===== config.mk =====
export PLATFORM = sky130hd
export DESIGN_NAME = credit_rx_buffer
export DESIGN_NICKNAME = d
export VERILOG_FILES = /design/src/rtl/credit_pkg.sv /design/src/rtl/fifo_sync_fwft.sv /design/src/rtl/credit_rx_buffer.sv
export SDC_FILE = /design/constraint.sdc
export NUM_CORES = 1
export LEC_CHECK = 0
export CAP_MARGIN = 25
export CORE_ASPECT_RATIO = 1.4
export CORE_MARGIN = 5
export CORE_UTILIZATION = 50
export DETAILED_ROUTE_END_ITERATION = 6
export PLACE_DENSITY = 0.67
export REMOVE_ABC_BUFFERS = 1
export SYNTH_ARGS = -nofsm -noshare
export SYNTH_HDL_FRONTEND = slang
export SYNTH_SLANG_ARGS = --single-unit
export TNS_END_PERCENT = 10

===== constraint.sdc =====
create_clock -name clk -period 10.46 [get_ports clk]
set_input_delay 2.615 -clock clk [delete_from_list [all_inputs] [get_ports clk]]
set_output_delay 2.615 -clock clk [all_outputs]
set_load 0.02 [all_outputs]

===== src/rtl/credit_pkg.sv =====
// rtl/credit_pkg.sv - shared credit-link types and sizing helper
package credit_pkg;

  function automatic int cred_w(input int depth);
    return $clog2(depth + 1);
  endfunction

  localparam int CRED_DEPTH_DEFAULT = 16;
  localparam int CRED_W_DEFAULT     = cred_w(CRED_DEPTH_DEFAULT);

  typedef enum logic {IDLE, ACCUM} cred_state_e;

  typedef logic [CRED_W_DEFAULT-1:0] cred_t;

endpackage


===== src/rtl/fifo_sync_fwft.sv =====
// rtl/fifo_sync_fwft.sv - synchronous first-word-fall-through FIFO
module fifo_sync_fwft #(
  parameter int DATA_W = 64,
  parameter int DEPTH  = 16,
  parameter int LVL_W  = 5
) (
  input  logic              clk,
  input  logic              rst,
  input  logic              wr_en_i,
  input  logic [DATA_W-1:0] wr_data_i,
  input  logic              rd_en_i,
  output logic              rd_valid_o,
  output logic [DATA_W-1:0] rd_data_o,
  output logic [LVL_W-1:0]  level_o,
  output logic              full_o
);

  localparam int AW = $clog2(DEPTH);

  logic [DATA_W-1:0] mem_q [DEPTH];
  logic [AW-1:0]     wr_ptr_q, wr_ptr_d;
  logic [AW-1:0]     rd_ptr_q, rd_ptr_d;
  logic [LVL_W-1:0]  level_q, level_d;
  logic              wr_acc;
  logic              rd_acc;

  assign full_o     = (level_q == LVL_W'(DEPTH));
  assign rd_valid_o = (level_q != '0);
  assign level_o    = level_q;
  // Empty slots read as zero so the head port never shows stale storage.
  assign rd_data_o  = rd_valid_o ? mem_q[rd_ptr_q] : '0;

  assign wr_acc = wr_en_i && !full_o;
  assign rd_acc = rd_en_i && rd_valid_o;

  always_comb begin
    wr_ptr_d = wr_ptr_q;
    rd_ptr_d = rd_ptr_q;
    level_d  = level_q + LVL_W'(wr_acc) - LVL_W'(rd_acc);
    if (wr_acc) wr_ptr_d = wr_ptr_q + AW'(1);
    if (rd_acc) rd_ptr_d = rd_ptr_q + AW'(1);
  end

  always_ff @(posedge clk) begin
    if (rst) begin
      wr_ptr_q <= '0;
      rd_ptr_q <= '0;
      level_q  <= '0;
    end else begin
      wr_ptr_q <= wr_ptr_d;
      rd_ptr_q <= rd_ptr_d;
      level_q  <= level_d;
    end
  end

  always_ff @(posedge clk) begin
    if (wr_acc) mem_q[wr_ptr_q] <= wr_data_i;
  end

endmodule


===== src/rtl/credit_rx_buffer.sv =====
// rtl/credit_rx_buffer.sv - credit-flow receiver: FWFT buffer plus coalesced credit return
module credit_rx_buffer
  import credit_pkg::*;
#(
  parameter int C_DATA_W    = 64,
  parameter int C_DEPTH     = 16,
  parameter int C_CRED_W    = cred_w(C_DEPTH),
  parameter int C_BATCH     = 4,
  parameter int C_FLUSH_CYC = 8
) (
  input  logic                clk,
  input  logic                rst,
  input  logic                in_valid_i,
  input  logic [C_DATA_W-1:0] in_data_i,
  output logic                out_valid_o,
  output logic [C_DATA_W-1:0] out_data_o,
  input  logic                out_ready_i,
  output logic                cred_valid_o,
  output logic [C_CRED_W-1:0] cred_count_o,
  output logic [C_CRED_W-1:0] level_o,
  output logic                overflow_o
);

  localparam int IDLE_W = $clog2(C_FLUSH_CYC) + 1;

  logic                full;
  logic                pop;
  logic [C_CRED_W-1:0] p;

  cred_state_e         state_q, state_d;
  logic [C_CRED_W-1:0] pend_q, pend_d;
  logic [IDLE_W-1:0]   idle_q, idle_d;
  logic                cred_valid_q, cred_valid_d;
  logic [C_CRED_W-1:0] cred_count_q, cred_count_d;
  logic                overflow_q, overflow_d;

  fifo_sync_fwft #(
    .DATA_W (C_DATA_W),
    .DEPTH  (C_DEPTH),
    .LVL_W  (C_CRED_W)
  ) u_fifo (
    .clk        (clk),
    .rst        (rst),
    .wr_en_i    (in_valid_i),
    .wr_data_i  (in_data_i),
    .rd_en_i    (out_ready_i),
    .rd_valid_o (out_valid_o),
    .rd_data_o  (out_data_o),
    .level_o    (level_o),
    .full_o     (full)
  );

  assign pop = out_valid_o && out_ready_i;
  assign p   = pend_q + C_CRED_W'(pop);

  assign cred_valid_o = cred_valid_q;
  assign cred_count_o = cred_count_q;
  assign overflow_o   = overflow_q;

  always_comb begin
    state_d      = state_q;
    pend_d       = p;
    idle_d       = idle_q;
    cred_valid_d = 1'b0;
    cred_count_d = '0;
    overflow_d   = overflow_q | (in_valid_i && full);

    if (p >= C_CRED_W'(C_BATCH)) begin
      cred_valid_d = 1'b1;
      cred_count_d = p;
      pend_d       = '0;
      idle_d       = '0;
    end else if (state_q == ACCUM && !pop && idle_q == IDLE_W'(C_FLUSH_CYC - 1)) begin
      // Idle timeout: hand back the partial batch so no credit is stranded.
      cred_valid_d = 1'b1;
      cred_count_d = pend_q;
      pend_d       = '0;
      idle_d       = '0;
    end else if (pop || p == '0) begin
      idle_d = '0;
    end else begin
      idle_d = idle_q + IDLE_W'(1);
    end

    state_d = (pend_d != '0) ? ACCUM : IDLE;
  end

  always_ff @(posedge clk) begin
    if (rst) begin
      state_q      <= IDLE;
      pend_q       <= '0;
      idle_q       <= '0;
      cred_valid_q <= 1'b0;
      cred_count_q <= '0;
      overflow_q   <= 1'b0;
    end else begin
      state_q      <= state_d;
      pend_q       <= pend_d;
      idle_q       <= idle_d;
      cred_valid_q <= cred_valid_d;
      cred_count_q <= cred_count_d;
      overflow_q   <= overflow_d;
    end
  end

endmodule


==> flow_metrics.tcl <==
set metrics [dict create \
    status "finished, final reports clean" \
    postCtsHoldBufs 0 \
    die-area_sq_um 85600 \
    power.density_nw_per_um2 234 \
    timing.final.ws_setup_ns 3.34 \
    via_count 18100 \
    finish.utilization 0.577 \
    routed_wirelength_mm 84.5 \
    synth_fa_ha_area_frac 0.00490 \
    synthSimpleGateAreaFrac 0.0114 \
    portBuffers 144 \
    path_buf_inv 3 \
    die_y_um 344 \
    critPathMostFrequentCell "buf_4" \
    clock_sinks 1058 \
    fin_tns_setup_ns 0 \
    finalNonFillerCells 3013 \
    syn_to_final_growth_pct 14.4 \
    clkTransAtPathRegs_ns 0.06 \
    fin_crit_sh 0.681 \
    cts_tree "yes" \
    first_pass_iters 7 \
    path_cells "buf_4 > buf_4 > mux4_2 > mux2_2 > o21ai_0 > a21oi_1 > clkdlybuf4s50_1" \
    synth.yosys.seq_area_share 0.788 \
    yosysUniqueCellTypes 43 \
    maxSlewViolCount 0 \
    numCtsBuffers 96 \
    synth_top_family_by_area "multiplexers" \
    track_usage 0.197 \
    tightest_slew_ns 0.974 \
    cts-resized-gates 0 \
    rsz0062_at_grt "false" \
    die_w_um 249 \
    root_buffer "clkbuf_16" \
    critical_path.top_delay_family "buffers and inverters" \
    slew_headroom 0.349 \
    antenna_found_initial 9 \
    drive_above_1_share 0.231 \
    start_util 0.504 \
    synth-xor-area-share 0.00242 \
    async_flop_share 0 \
    core-area_sq_um 79100 \
    antenna_left 0 \
    fin_skew_ns 0.0238 \
    grt.overflow.total 0 \
    nets 1956 \
    placed_cells 2829 \
    max_freq_mhz 140 \
    layout_commonest_cell "edfxtp_1" \
    setup_viol 0 \
    grt_pass1_vias 19400 \
    finalHoldViolations 0 \
    hpwlAfterDp_mm 43.5 \
    worst_setup_path_end_kind "output port" \
    cpMaxStageDelayCell "buf_4" \
    critPathKind "reg2out" \
    clk_latency_ns 0.65 \
    critPathArrivalTime_ns 4.50 \
    synth_edf_count 1024 \
    routedWlPerCell_um 28.0 \
    dp_slack_ns 4.00 \
    synthMuxAreaShare 0.146 \
    leakage_nw 14.0 \
    rows 122 \
    yosys_warnings 0 \
    min-delay-path-class "reg2reg" \
    first_iter_violations 1669 \
    vdd_drop_max_mv 0.168 \
    drv_cap 0 \
    start_kind "flop" \
    synth-compound-area-share 0.0327 \
    synth_ff_type "edfxtp_1" \
    cp_max_fo 59 \
    cts.htree.levels 3 \
    io_pins 145 \
    syn_area_per_cell_sq_um 23.6 \
    clock_path_buffers 3 \
    final.min_clock_period_ns 7.12 \
    synth_cells 1688 \
    mostFrequentLayoutCells "edfxtp_1, mux4_2, clkdlybuf4s50_1" \
    post-cts-setup-buffer-count 0 \
    grt_max_degree 79 \
    drc_errors 0 \
    slowest_delay_ns 0.88 \
    synth_seq_cells 1058 \
    gp_congestion 0.736 \
    synth_area_sq_um 39900 \
    grt_pass1_wl_mm 127 \
    required_ns 7.85 \
    via_per_inst 6.02 \
]
-- power by group --
part	internal [mW]	switching (mW)	total, mW
clock network	1.94	1.48	3.43
registers	4.79	0.0624	4.86
logic	1.14	1.23	2.37
-- final cells by class --
class,count,area (sq um)
antenna,6,15.0
clock inverter,57,527
fill,5714,33500
clock buffer,121,2540
timing repair buffer,179,1750
multi-input combinational,521,7960
sequential,1058,31400
inverter,17,63.8
tap,1054,1320
-- Yosys cell counts (8+ instances only) --
master,n,area share
ha_1,14,0.0044
mux4_2,256,0.14
buf_1,12,0.0011
buf_6,15,0.0042
nand3_1,10,0.0013
a21oi_1,8,0.0010
nor2_1,21,0.0020
nor3_1,8,0.0010
and2_1,10,0.0016
inv_1,17,0.0016
nand2_1,12,0.0011
a22o_1,63,0.014
clkbuf_1,25,0.0024
dfxtp_1,34,0.017
edfxtp_1,1024,0.77
a221o_1,63,0.016
buf_2,41,0.0051
-- cell families (layout without fill, tap and decap cells) --
logic type | Yosys count | after routing
compound gates | 146 | 146
xor+xnor | 11 | 11
fa+ha+maj | 15 | 15
buf+inv | 111 | 374
flops | 1058 | 1058
mux | 260 | 260
other cells | 1 | 9
simple gates | 86 | 86
-- routing by layer --
layer,track usage,wire [um]
met1,0.261,33200
met2,0.345,44500
met3,0.0367,5280
met4,0.0466,1450
met5,0,47
-- worst paths after layout --
path	start	to	slack (ns)	cells past startpoint
worst min register to register	idle_q[0]$_SDFF_PP0_	idle_q[0]$_SDFF_PP0_	0.48	1
worst min-delay path	idle_q[0]$_SDFF_PP0_	idle_q[0]$_SDFF_PP0_	0.48	1
worst max-delay path	flop	out_data_o[62]	3.34	7
worst max register to register	u_fifo.level_o[2]$_SDFF_PP0_	u_fifo.mem_q[12][19]$_DFFE_PP_	6.75	8
-- stage by stage --
step	power [mW]	hold WS (ns)	area (sq um)
after floorplan	6.70	0.433	39400
after global placement	7.34	0.442	42500
after detailed placement	7.37	0.468	42500
after CTS	10.8	0.483	45600
after global routing	11.1	0.505	45600
final	10.7	0.481	45600
-- registers in the layout, indices dropped and copies added (netlist names), named ones only --
register	flops
u_fifo.mem_q	1024
cred_count_o	5
pend_q	5
u_fifo.level_o	5
idle_q	4
u_fifo.rd_ptr_q	4
u_fifo.wr_ptr_q	4
cred_valid_o	1
overflow_o	1
state_q	1
(Power assumes the default switching activity.)
